--- src/rtl/bg_ctl_pkg.sv ---
// Shared definitions for the background controller and the player-physics block.
// Latency: none (types, constants and a pure function only).
// Backpressure: none.
// Contents: state encoding, default ramp/catchup parameters, step-size helper.
package bg_ctl_pkg;

    typedef enum logic [1:0] {
        ST_IDLE  = 2'd0,
        ST_RUN   = 2'd1,
        ST_PAUSE = 2'd2,
        ST_HALT  = 2'd3
    } state_e;

    localparam int SPEED_MAX_DEF        = 4;
    localparam int FRAMES_PER_LEVEL_DEF = 600;
    localparam int CATCHUP_SPEED_DEF    = 6;

    // Rows advanced in one frame: the ramp level, raised to the catchup
    // floor while the player sits in the top zone.
    function automatic logic [2:0] step_rows(input logic [2:0] level,
                                             input logic       catchup,
                                             input logic [2:0] floor_spd);
        return (catchup && (floor_spd > level)) ? floor_spd : level;
    endfunction

endpackage

--- src/rtl/bg_scroll_ctl_if.sv ---
// Bundle between the timing chain / game logic and the scroll controller.
// Latency: none (wires only).
// Backpressure: none; requests are single-cycle pulses latched by the slave.
// master: drives vblnk/requests/catchup, observes scroll state.
// slave : the controller; consumes requests, drives scroll state and frame_tick.
interface bg_scroll_ctl_if #(
    parameter int OFFSET_W = 11
);
    logic                vblnk_in;
    logic                start_in;
    logic                pause_in;
    logic                halt_in;
    logic                catchup_in;
    logic [OFFSET_W-1:0] scroll_offset;
    logic [2:0]          speed_level;
    logic [1:0]          state_out;
    logic [15:0]         total_rows;
    logic                frame_tick;

    modport master (
        output vblnk_in, start_in, pause_in, halt_in, catchup_in,
        input  scroll_offset, speed_level, state_out, total_rows, frame_tick
    );

    modport slave (
        input  vblnk_in, start_in, pause_in, halt_in, catchup_in,
        output scroll_offset, speed_level, state_out, total_rows, frame_tick
    );
endinterface

--- src/rtl/bg_scroll_ctl_frame_tick_gen.sv ---
// Rising-edge detector for vertical blank, one register deep.
// Latency: pulse is high while vblnk_i is high and its registered copy is still low.
// Backpressure: none.
// Ports: pclk_i, rst_i (async, active-high), vblnk_i in; frame_tick_o out.
module frame_tick_gen (
    input  logic pclk_i,
    input  logic rst_i,
    input  logic vblnk_i,
    output logic frame_tick_o
);
    logic vblnk_q;

    always_ff @(posedge pclk_i or posedge rst_i) begin
        if (rst_i) begin
            vblnk_q <= 1'b0;
        end else begin
            vblnk_q <= vblnk_i;
        end
    end

    // Masked by reset so the pulse reads 0 the moment reset asserts.
    assign frame_tick_o = vblnk_i & ~vblnk_q & ~rst_i;
endmodule

--- src/rtl/bg_scroll_ctl.sv ---
// Frame-synchronous vertical scroll controller: game-phase FSM plus speed ramp.
// Latency: a frame tick on cycle N updates every output on cycle N+1.
// Backpressure: none; start/pause/halt pulses are held pending until the next tick.
// Ports: pclk_in, rst_in (async, active-high); bus (slave modport) carries
// vblnk/requests/catchup in and scroll_offset/speed_level/state/total_rows/frame_tick out.
module bg_scroll_ctl
    import bg_ctl_pkg::*;
#(
    parameter int OFFSET_W         = 11,
    parameter int SPEED_MAX        = SPEED_MAX_DEF,
    parameter int FRAMES_PER_LEVEL = FRAMES_PER_LEVEL_DEF,
    parameter int CATCHUP_SPEED    = CATCHUP_SPEED_DEF
) (
    input  logic            pclk_in,
    input  logic            rst_in,
    bg_scroll_ctl_if.slave  bus
);
    localparam int CNT_W = ($clog2(FRAMES_PER_LEVEL) > 10) ? $clog2(FRAMES_PER_LEVEL) : 10;
    localparam logic [CNT_W-1:0] CNT_LAST = CNT_W'(FRAMES_PER_LEVEL - 1);
    localparam logic [2:0]       LVL_MAX  = 3'(SPEED_MAX);
    localparam logic [2:0]       CATCH    = 3'(CATCHUP_SPEED);

    logic                tick;
    state_e              state_q;
    logic [OFFSET_W-1:0] offset_q;
    logic [2:0]          level_q;
    logic [15:0]         rows_q;
    logic [CNT_W-1:0]    cnt_q;
    logic                start_pend_q, pause_pend_q, halt_pend_q;

    logic                start_req, pause_req, halt_req, step_en;
    logic [2:0]          step;
    logic [OFFSET_W-1:0] offset_d;
    logic [16:0]         rows_sum;
    logic [15:0]         rows_d;

    frame_tick_gen u_tick (
        .pclk_i       (pclk_in),
        .rst_i        (rst_in),
        .vblnk_i      (bus.vblnk_in),
        .frame_tick_o (tick)
    );

    always_comb begin
        // A pulse landing on the tick cycle itself counts for that tick.
        start_req = start_pend_q | bus.start_in;
        pause_req = pause_pend_q | bus.pause_in;
        halt_req  = halt_pend_q  | bus.halt_in;
        // Only the top pending request takes the tick, even when the state
        // ignores it. A start in RUN is ignored and so does not block the step;
        // a pause below it is discarded.
        step_en   = (state_q == ST_RUN) & ~halt_req & (start_req | ~pause_req);
        step      = step_rows(level_q, bus.catchup_in, CATCH);
        offset_d  = offset_q + OFFSET_W'(step);
        rows_sum  = {1'b0, rows_q} + 17'(step);
        rows_d    = rows_sum[16] ? 16'hFFFF : rows_sum[15:0];
    end

    always_ff @(posedge pclk_in or posedge rst_in) begin
        if (rst_in) begin
            state_q      <= ST_IDLE;
            offset_q     <= '0;
            level_q      <= '0;
            rows_q       <= '0;
            cnt_q        <= '0;
            start_pend_q <= 1'b0;
            pause_pend_q <= 1'b0;
            halt_pend_q  <= 1'b0;
        end else if (tick) begin
            start_pend_q <= 1'b0;
            pause_pend_q <= 1'b0;
            halt_pend_q  <= 1'b0;
            if (halt_req) begin
                if (state_q != ST_IDLE) begin
                    state_q <= ST_HALT;
                end
            end else if (start_req) begin
                if ((state_q == ST_IDLE) || (state_q == ST_HALT)) begin
                    state_q  <= ST_RUN;
                    offset_q <= '0;
                    rows_q   <= '0;
                    level_q  <= 3'd1;
                    cnt_q    <= '0;
                end
            end else if (pause_req) begin
                if (state_q == ST_RUN) begin
                    state_q <= ST_PAUSE;
                end else if (state_q == ST_PAUSE) begin
                    state_q <= ST_RUN;
                end
            end
            // Step uses the current level; a ramp increment shows next tick.
            if (step_en) begin
                offset_q <= offset_d;
                rows_q   <= rows_d;
                if (cnt_q == CNT_LAST) begin
                    cnt_q <= '0;
                    if (level_q < LVL_MAX) begin
                        level_q <= level_q + 3'd1;
                    end
                end else begin
                    cnt_q <= cnt_q + 1'b1;
                end
            end
        end else begin
            start_pend_q <= start_pend_q | bus.start_in;
            pause_pend_q <= pause_pend_q | bus.pause_in;
            halt_pend_q  <= halt_pend_q  | bus.halt_in;
        end
    end

    assign bus.scroll_offset = offset_q;
    assign bus.speed_level   = level_q;
    assign bus.state_out     = state_q;
    assign bus.total_rows    = rows_q;
    assign bus.frame_tick    = tick;
endmodule

--- src/flat_wrapper.sv ---
// flat-port wrapper written by rule: the top's interface ports become plain ports
module bg_scroll_ctl_flat import bg_ctl_pkg::*;
#(
    parameter int OFFSET_W         = 11,
    parameter int SPEED_MAX        = SPEED_MAX_DEF,
    parameter int FRAMES_PER_LEVEL = FRAMES_PER_LEVEL_DEF,
    parameter int CATCHUP_SPEED    = CATCHUP_SPEED_DEF
)
  (pclk_in, rst_in, bus_vblnk_in, bus_start_in, bus_pause_in, bus_halt_in, bus_catchup_in, bus_scroll_offset, bus_speed_level, bus_state_out, bus_total_rows, bus_frame_tick);
  bg_scroll_ctl_if #(.OFFSET_W(OFFSET_W)) bus_i ();
  input  logic pclk_in;
  input  logic rst_in;
  input wire logic [$bits(bus_i.vblnk_in)-1:0] bus_vblnk_in;
  input wire logic [$bits(bus_i.start_in)-1:0] bus_start_in;
  input wire logic [$bits(bus_i.pause_in)-1:0] bus_pause_in;
  input wire logic [$bits(bus_i.halt_in)-1:0] bus_halt_in;
  input wire logic [$bits(bus_i.catchup_in)-1:0] bus_catchup_in;
  output wire logic [$bits(bus_i.scroll_offset)-1:0] bus_scroll_offset;
  output wire logic [$bits(bus_i.speed_level)-1:0] bus_speed_level;
  output wire logic [$bits(bus_i.state_out)-1:0] bus_state_out;
  output wire logic [$bits(bus_i.total_rows)-1:0] bus_total_rows;
  output wire logic [$bits(bus_i.frame_tick)-1:0] bus_frame_tick;
  assign bus_i.vblnk_in = bus_vblnk_in;
  assign bus_i.start_in = bus_start_in;
  assign bus_i.pause_in = bus_pause_in;
  assign bus_i.halt_in = bus_halt_in;
  assign bus_i.catchup_in = bus_catchup_in;
  assign bus_scroll_offset = bus_i.scroll_offset;
  assign bus_speed_level = bus_i.speed_level;
  assign bus_state_out = bus_i.state_out;
  assign bus_total_rows = bus_i.total_rows;
  assign bus_frame_tick = bus_i.frame_tick;
  bg_scroll_ctl #(.OFFSET_W(OFFSET_W), .SPEED_MAX(SPEED_MAX), .FRAMES_PER_LEVEL(FRAMES_PER_LEVEL), .CATCHUP_SPEED(CATCHUP_SPEED)) u_core (.pclk_in(pclk_in), .rst_in(rst_in), .bus(bus_i));
endmodule
--- config.mk ---
export PLATFORM = sky130hd
export DESIGN_NAME = bg_scroll_ctl_flat
export DESIGN_NICKNAME = d
export VERILOG_FILES = /design/src/rtl/bg_ctl_pkg.sv /design/src/rtl/bg_scroll_ctl_if.sv /design/src/rtl/bg_scroll_ctl_frame_tick_gen.sv /design/src/rtl/bg_scroll_ctl.sv /design/src/flat_wrapper.sv
export SDC_FILE = /design/constraint.sdc
export NUM_CORES = 1
export LEC_CHECK = 0
export CORE_ASPECT_RATIO = 1.25
export CORE_MARGIN = 4
export CORE_UTILIZATION = 25
export CTS_CLUSTER_SIZE = 25
export DETAILED_ROUTE_END_ITERATION = 16
export GPL_TIMING_DRIVEN = 0
export PLACE_DENSITY_LB_ADDON = 0.3
export SLEW_MARGIN = 15
export SYNTH_ARGS = -nofsm -noshare
export SYNTH_HDL_FRONTEND = slang
export SYNTH_SLANG_ARGS = --single-unit
--- constraint.sdc ---
create_clock -name pclk_in -period 2.43 [get_ports pclk_in]
set_clock_uncertainty 0.1 [all_clocks]
set_input_delay 0.243 -clock pclk_in [delete_from_list [all_inputs] [get_ports pclk_in]]
set_output_delay 0.243 -clock pclk_in [all_outputs]
set_load 0.05 [all_outputs]
==> metrics.md, run 1 <==
| Metric | Value |
|---|---|
| Status | `finished, violations left` |
| Failing checks | `setup timing` |
| CP max stage delay | `about 0.42 ns` |
| First-pass GRT wire length | `~12000 um` |
| Final Setup Violations | `1` |
| Core Util, Final | `between 30% and 40%` |
| Antenna violations before repair | `0` |
| Placer congestion estimate | `0.862` |
| Vias/cell | `a little under 5` |
| Ranking of synthesized cells by area | `dfrtp_1 (43%), ha_1 (4.6%), nor2_1 (4.3%)` |
| DRC viols | `0` |
| # nets final | `about 370` |
| H-Tree Depth | `2` |
| CTS clk-pin slew, worst paths | `about 0.07 ns` |
| CP Cell Sequence | `or2_2, ha_4, nor2b_2, o211ai_1, nand3b_1, buf_6, o31ai_1, a22o_1` |
| All-Layer GR Usage | `approximately an eighth` |
| Maximum root-to-sink buffer count | `2` |
| Crit-path max FO | `5` |
| Register area share after synthesis | `between 40% and 50%` |
| Mapped Area | `about 2700 um2` |
| Setup Crit Path Kind | `reg2reg` |
| Die X | `101 um` |
| Mapped Cells | `roughly 290` |
| Top_reg_cell synth | `dfrtp_1` |
| Design Power | `between 0.002 and 0.0025 W` |
| Antenna-violating nets left | `0` |
| Row cnt | `between 40 and 50` |
| CP startpoint | `u_core.bus.speed_level[2]` |
| HP Class | `in2async` |
| Fin crit share | `100%` |
| IO Port Bufs | `39` |
| Grt total ovfl | `0` |
| Largest net degree at the start of global routing | `29` |
| Max_cap viols | `0` |
| Critical Path End Type | `register` |
| PnR worst setup slack | `-0.00926 ns` |
| Required @ worst endpoint | `about 2.5 ns` |
| Ant diodes | `0` |
| Layout cells sized above 1 | `approximately 21%` |
| Hold WS | `just over 0.2 ns` |
| Crit path DAT | `about 2.5 ns` |
| Final Hold Violating Endpoints | `0` |
| Cell taking the most area after synthesis | `dfrtp_1` |
| Detailed Place HPWL | `roughly 5400 um` |
| Routed wire length | `7290 um` |
| Drt pass-1 iters | `4` |
| Die area | `12500 um2` |
| Core area | `10600 um2` |
| Most frequent cells in the layout | `dfrtp_1 (43), clkdlybuf4s50_1 (37), nor2_1 (31)` |
| CTS hold repair buffers | `0` |
| Area growth syn-to-layout | `37.6%` |
| Pwr per Cell Area | `605 nW/um2` |
| Synth warn | `0` |
| Synthesized flop and latch total | `46` |
| Die height | `~120 um` |
| Leading cell type in the layout, fill and taps excluded | `dfrtp_1` |
| Slew headroom | `a little under two thirds` |
| RSZ-0062 raised after global routing | `true` |
| Initial core utilization | `25.6%` |
| Syn Nets | `between 300 and 400` |
| Synthesized area per cell | `around 9 um2` |
| CP Launch Type | `register` |
| Dpl ws | `-0.553 ns` |
| Top cell type's share of synthesized area | `a little over two fifths` |
| Total number of vias | `about 2400` |
| Asr flop ratio synth | `100%` |
| Number of synthesized flops with an enable pin | `0` |
| Clock buffer count from CTS | `5` |
| Slowest CP cell | `dfrtp_2` |
| Pins Over Slew Limit | `0` |
| Boundary Pins | `40` |
| Tmin final | `about 2.4 ns` |
| Clk_lat worst skew | `0.29 ns` |
| Reg-to-reg startpoint | `u_core.bus.speed_level[2]` |
| Root buf cell | `clkbuf_16` |
| Static Leak | `1.54 nW` |
| Yosys cell types | `53` |
| DRT iter0 DRCs | `around 130` |
| Slew of the pin with the lowest slew margin | `0.549 ns` |
| CTS tree | `built` |
| VDD IR max | `between 0.0003 and 0.0004 V` |
| Fmax | `slightly above 400 MHz` |
| Clock sink count | `46` |
| Routed wire length per instance | `around 15 um` |
| Vias in the first global route | `2347` |
## path summary, 6_finish.rpt
check	depth (start not counted)	to	slack, ns
max	8	u_core.bus.total_rows[8]	-0.009
min	2	u_core.bus.total_rows[3]	0.21
max reg2reg	8	u_core.bus.total_rows[8]	-0.009
min reg2reg	1	u_core.cnt_q[2]	0.42
max in group asynchronous	3	u_core.bus.speed_level[0]	1.51
min in group pclk_in	1	u_core.u_tick.vblnk_q	0.31
## synthesized netlist by cell type, types with 2 or more instances
library cell / count
dfrtp_1: 46
o21ai_1: 3
nand3_1: 7
ha_1: 10
nand4_1: 5
nor2_2: 2
or2_1: 3
a21boi_0: 2
nor4_1: 6
a22o_1: 9
xnor2_1: 6
nor3_1: 2
inv_1: 14
or3_1: 3
and4_1: 3
a21o_1: 5
nor2_1: 31
nor4b_2: 2
or2_2: 2
o21ai_0: 22
fa_1: 2
a31oi_1: 3
nand2_1: 29
a211oi_1: 5
nand2b_1: 3
and3_1: 4
a21oi_1: 17
a2bb2oi_1: 3
mux2i_1: 2
o31ai_1: 5
xor2_1: 3
nor2b_1: 4
o2bb2ai_1: 3
buf_2: 7
## sequential cells by signal, indices dropped and copies added, names as in the netlist
name / flops
u_core.halt_pend_q: 1
u_core.bus.state_out: 2
u_core.cnt_q: 10
u_core.bus.speed_level: 3
u_core.pause_pend_q: 1
u_core.u_tick.vblnk_q: 1
u_core.start_pend_q: 1
u_core.bus.scroll_offset: 11
u_core.bus.total_rows: 16
## repair_timing
action | in CTS | in global routing
pin swaps | 5 | 8
setup endpoints to repair | 16 | 30
buffers inserted | 12 | 2
gates cloned | 1 | 0
resized for setup | 6 | 23
## area by class of cell
cell class / instances / area, um2
flip-flops and latches: 46 / 1150
clock buffers: 5 / 125
inverters: 16 / 65.1
fillers: 1088 / 6850
repair buffers: 54 / 518
plain buffers: 8 / 48.8
well taps: 132 / 165
multi-input cells: 222 / 1570
clock inverters: 3 / 68.8
## through the flow
step	setup TNS, ns	area (um2)	cells
after floorplan	-0.301	2730	292
after global placement	-13.38	3280	463
after detailed placement	-7.34	3300	464
after CTS	-0.00307	3610	484
after global routing	-1.76	3710	486
final	-0.00926	3710	486
## per-layer routing
metal  share of wire [%]  global-route usage [%]
met5                   0                       0
met3                 3.9                    2.35
met1                  45                    15.5
met2                  50                    20.5
met4                 1.6                    3.91
## critical path, delay by kind of cell (launching register included)
kind / cells / cell delay [ns]
buf+inv: 1 / 0.17
fa+ha+maj: 1 / 0.24
flops: 1 / 0.42
simple gates: 3 / 0.76
compound gates: 3 / 0.63
## power by group
part           switching (W)  internal [W]
Sequential         0.0000529      0.000810
Clock               0.000311      0.000592
Combinational       0.000306      0.000174
Total               0.000670       0.00158
## cell families after synthesis
logic type                 after synthesis  synth area share [%]
DFF                                     46                  42.7
buffers and inverters                   24                  3.85
AOI/OAI and AO/OA                       88                  22.5
muxes                                    2                 0.742
adders and majority gates               12                  6.12
xor gates and xnor gates                 9                  2.92
and+or+nand+nor                        111                  21.2
Power figures use the tool's default switching activity.
==> run 2: changes to the inputs <==
--- a/config.mk
+++ b/config.mk
@@ -8,8 +8,10 @@
 export CORE_ASPECT_RATIO = 1.25
 export CORE_MARGIN = 4
 export CORE_UTILIZATION = 25
+export CTS_CLUSTER_DIAMETER = 40
 export CTS_CLUSTER_SIZE = 25
 export DETAILED_ROUTE_END_ITERATION = 16
+export DONT_BUFFER_PORTS = 1
 export GPL_TIMING_DRIVEN = 0
 export PLACE_DENSITY_LB_ADDON = 0.3
 export SLEW_MARGIN = 15
==> run 2 against run 1 <==
The run still ends with setup timing left; sequential power up 18%; power down 12%; worst hold slack got worse by 0.11 ns; critical path depth grew 3; maximum frequency down 10%; worst setup slack lost 0.27 ns; largest cell class unchanged; largest power group is now sequential cells; highest routed layer unchanged.
==> metrics.md, run 2 (same netlist as run 1, synthesis figures left out) <==
| Metric | Value |
|---|---|
| Status | `finished, violations left` |
| Failing checks | `setup timing` |
| Setup Crit Path Kind | `reg2reg` |
| Tmin final | `between 2 and 3 ns` |
| Slew headroom | `approximately 57%` |
| Row cnt | `42` |
| Antenna violations before repair | `0` |
| H-Tree Depth | `2` |
| Routed wire length | `between 7000 and 8000 um` |
| CP Launch Type | `register` |
| Pwr per Cell Area | `roughly 590 nW/um2` |
| PnR worst setup slack | `-0.279 ns` |
| Grt total ovfl | `0` |
| Clk_lat worst skew | `about 0.29 ns` |
| P_sw | `roughly 0.00064 W` |
| Initial core utilization | `25.6%` |
| Multi-input gate area | `~1600 um2` |
| CTS clk-pin slew, worst paths | `0.06 ns` |
| Die area | `12500 um2` |
| Fillers | `about 1100` |
| Detailed Place HPWL | `roughly 5400 um` |
| FF-to-FF path depth | `11` |
| Fmax | `about 370 MHz` |
| Most frequent cells in the layout | `dfrtp_1 (41), nor2_1 (31), nand2_1 (27)` |
| Area growth syn-to-layout | `23.9%` |
| Critical Path End Type | `register` |
| Hold endpoint | `u_core.pause_pend_q` |
| Design Power | `0.00197 W` |
| Boundary Pins | `40` |
| Drt pass-1 iters | `4` |
| Maximum root-to-sink buffer count | `2` |
| Setup slack, reg-to-reg | `-0.28 ns` |
| Layout cells sized above 1 | `24.7%` |
| DRC viols | `0` |
| Total number of vias | `approximately 2300` |
| Crit-path max FO | `5` |
| Hold_sp | `bus_pause_in` |
| Vias in the first global route | `2228` |
| First-pass GRT wire length | `11900 um` |
| VDD IR max | `roughly 0.00026 V` |
| Largest net degree at the start of global routing | `27` |
| IO Port Bufs | `0` |
| Routed wire length per instance | `between 15 and 20 um` |
| FF+latch area | `1160 um2` |
| Clock sink count | `46` |
| Die height | `about 120 um` |
| Reg power frac | `51.5%` |
| Final Hold Violating Endpoints | `0` |
| Clock buffer count from CTS | `5` |
| Non-filler cells, final | `approximately 450` |
| Pins Over Slew Limit | `0` |
| Hold WS | `approximately 0.098 ns` |
| Sum of negative setup slack | `-2.83 ns` |
| Placed cells | `around 430` |
| Fin crit share | `112%` |
| DRT iter0 DRCs | `between 100 and 150` |
| Gate power share | `about an eighth` |
| Ant diodes | `0` |
| Int Power | `about 0.0013 W` |
| Die X | `slightly above 100 um` |
| Core area | `around 11000 um2` |
| All-Layer GR Usage | `approximately an eighth` |
| Static Leak | `~1.4 nW` |
| CTS tree | `built` |
| Max FFs per register | `16` |
| HP Class | `in2reg` |
| Root buf cell | `clkbuf_16` |
| Placer congestion estimate | `0.834` |
| Net Sw Frac | `around 33%` |
| Vias/cell | `roughly 5.0` |
| Clock power share | `about a third` |
| Reg-to-reg startpoint | `u_core.bus.speed_level[1]` |
| Min-Delay Path Depth | `2` |
| RSZ-0062 raised after global routing | `true` |
| Final Setup Violations | `16` |
| Max_cap viols | `0` |
| Crit path DAT | `between 2 and 3 ns` |
| Required @ worst endpoint | `2.54 ns` |
| Antenna-violating nets left | `0` |
| RR Endpoint | `u_core.bus.total_rows[13]` |
| Leading cell type in the layout, fill and taps excluded | `dfrtp_1` |
| Slew of the pin with the lowest slew margin | `between 0.6 and 0.7 ns` |
| # nets final | `roughly 330` |
[run 2: cell count changes in the layout (fill, tap and decap cells not counted), sizes merged]
cell	before	now
dlymetal6s2s	2	0
dlygate4sd3	0	2
bufinv	2	0
clkbuf	7	8
clkdlybuf4s50	37	0
[run 2: metal layers]
metal / part of all wire (%) / vias to the layer above / track usage, %
met5: 0 / - / 0
met4: 1.7 / 0 / 4.07
met3: 6.4 / 8 / 3.59
met2: 49 / 43 / 20.2
met1: 43 / 1099 / 14.8
li1: - / 1106 / -
[run 2: worst max path at each step]
stage                         startpoint                   endpoint  cells after the start
5_1_grt        u_core.bus.speed_level[1]  u_core.bus.total_rows[13]                     11
2_1_floorplan  u_core.bus.speed_level[1]  u_core.bus.total_rows[14]                     10
3_3_place_gp   u_core.bus.speed_level[2]  u_core.bus.total_rows[10]                      8
6_report       u_core.bus.speed_level[1]  u_core.bus.total_rows[13]                     11
3_5_place_dp   u_core.bus.speed_level[2]  u_core.bus.total_rows[14]                     10
4_1_cts        u_core.bus.speed_level[2]  u_core.bus.total_rows[13]                     11
[run 2: power by group through the flow]
stage	logic [W]	registers, W	clock network, W
after floorplan	0.000164	0.00100	0
after global placement	0.000197	0.00103	0
after detailed placement	0.000206	0.00103	0
after CTS	0.000226	0.00101	0.000723
after global routing	0.000293	0.00103	0.000753
final	0.000260	0.00102	0.000697
[run 2: repair_timing]
| item | in CTS | in global routing |
|---|---|---|
| setup endpoints to repair | 34 | 31 |
| hold buffers | 2 | 0 |
| resized for setup | 18 | 25 |
| pin swaps | 6 | 7 |
| buffers inserted | 7 | 6 |
| endpoints found under the hold margin | 21 | 0 |
[run 2: critical path: stages (launching register included)]
cell and delay, ns:
dfrtp_2 0.56, nand2_2 0.09, a21boi_2 0.17, ha_2 0.21, inv_2 0.04, fa_2 0.33
nor2b_1 0.14, o211ai_1 0.17, nand3b_1 0.31, buf_4 0.18, a21boi_1 0.12, o21ai_1 0.19
[run 2: final cells by class]
cell class | count | area share (%)
timing repair buffer | 16 | 4.12
clock buffer | 7 | 4.27
inverter | 16 | 1.95
tap | 132 | 4.94
clock inverter | 1 | 0.150
multi-input combinational | 222 | 48.2
sequential | 46 | 34.7
buffer | 8 | 1.72
[run 2: per-stage QoR]
stage	util (%)	instance area, um2	setup WS [ns]
final	31.7	3340	-0.279
after global routing	31.7	3340	-0.435
after CTS	30.2	3190	-0.248
after detailed placement	27.6	2910	-0.381
after global placement	27.4	2890	-0.381
after floorplan	-	2730	-0.127
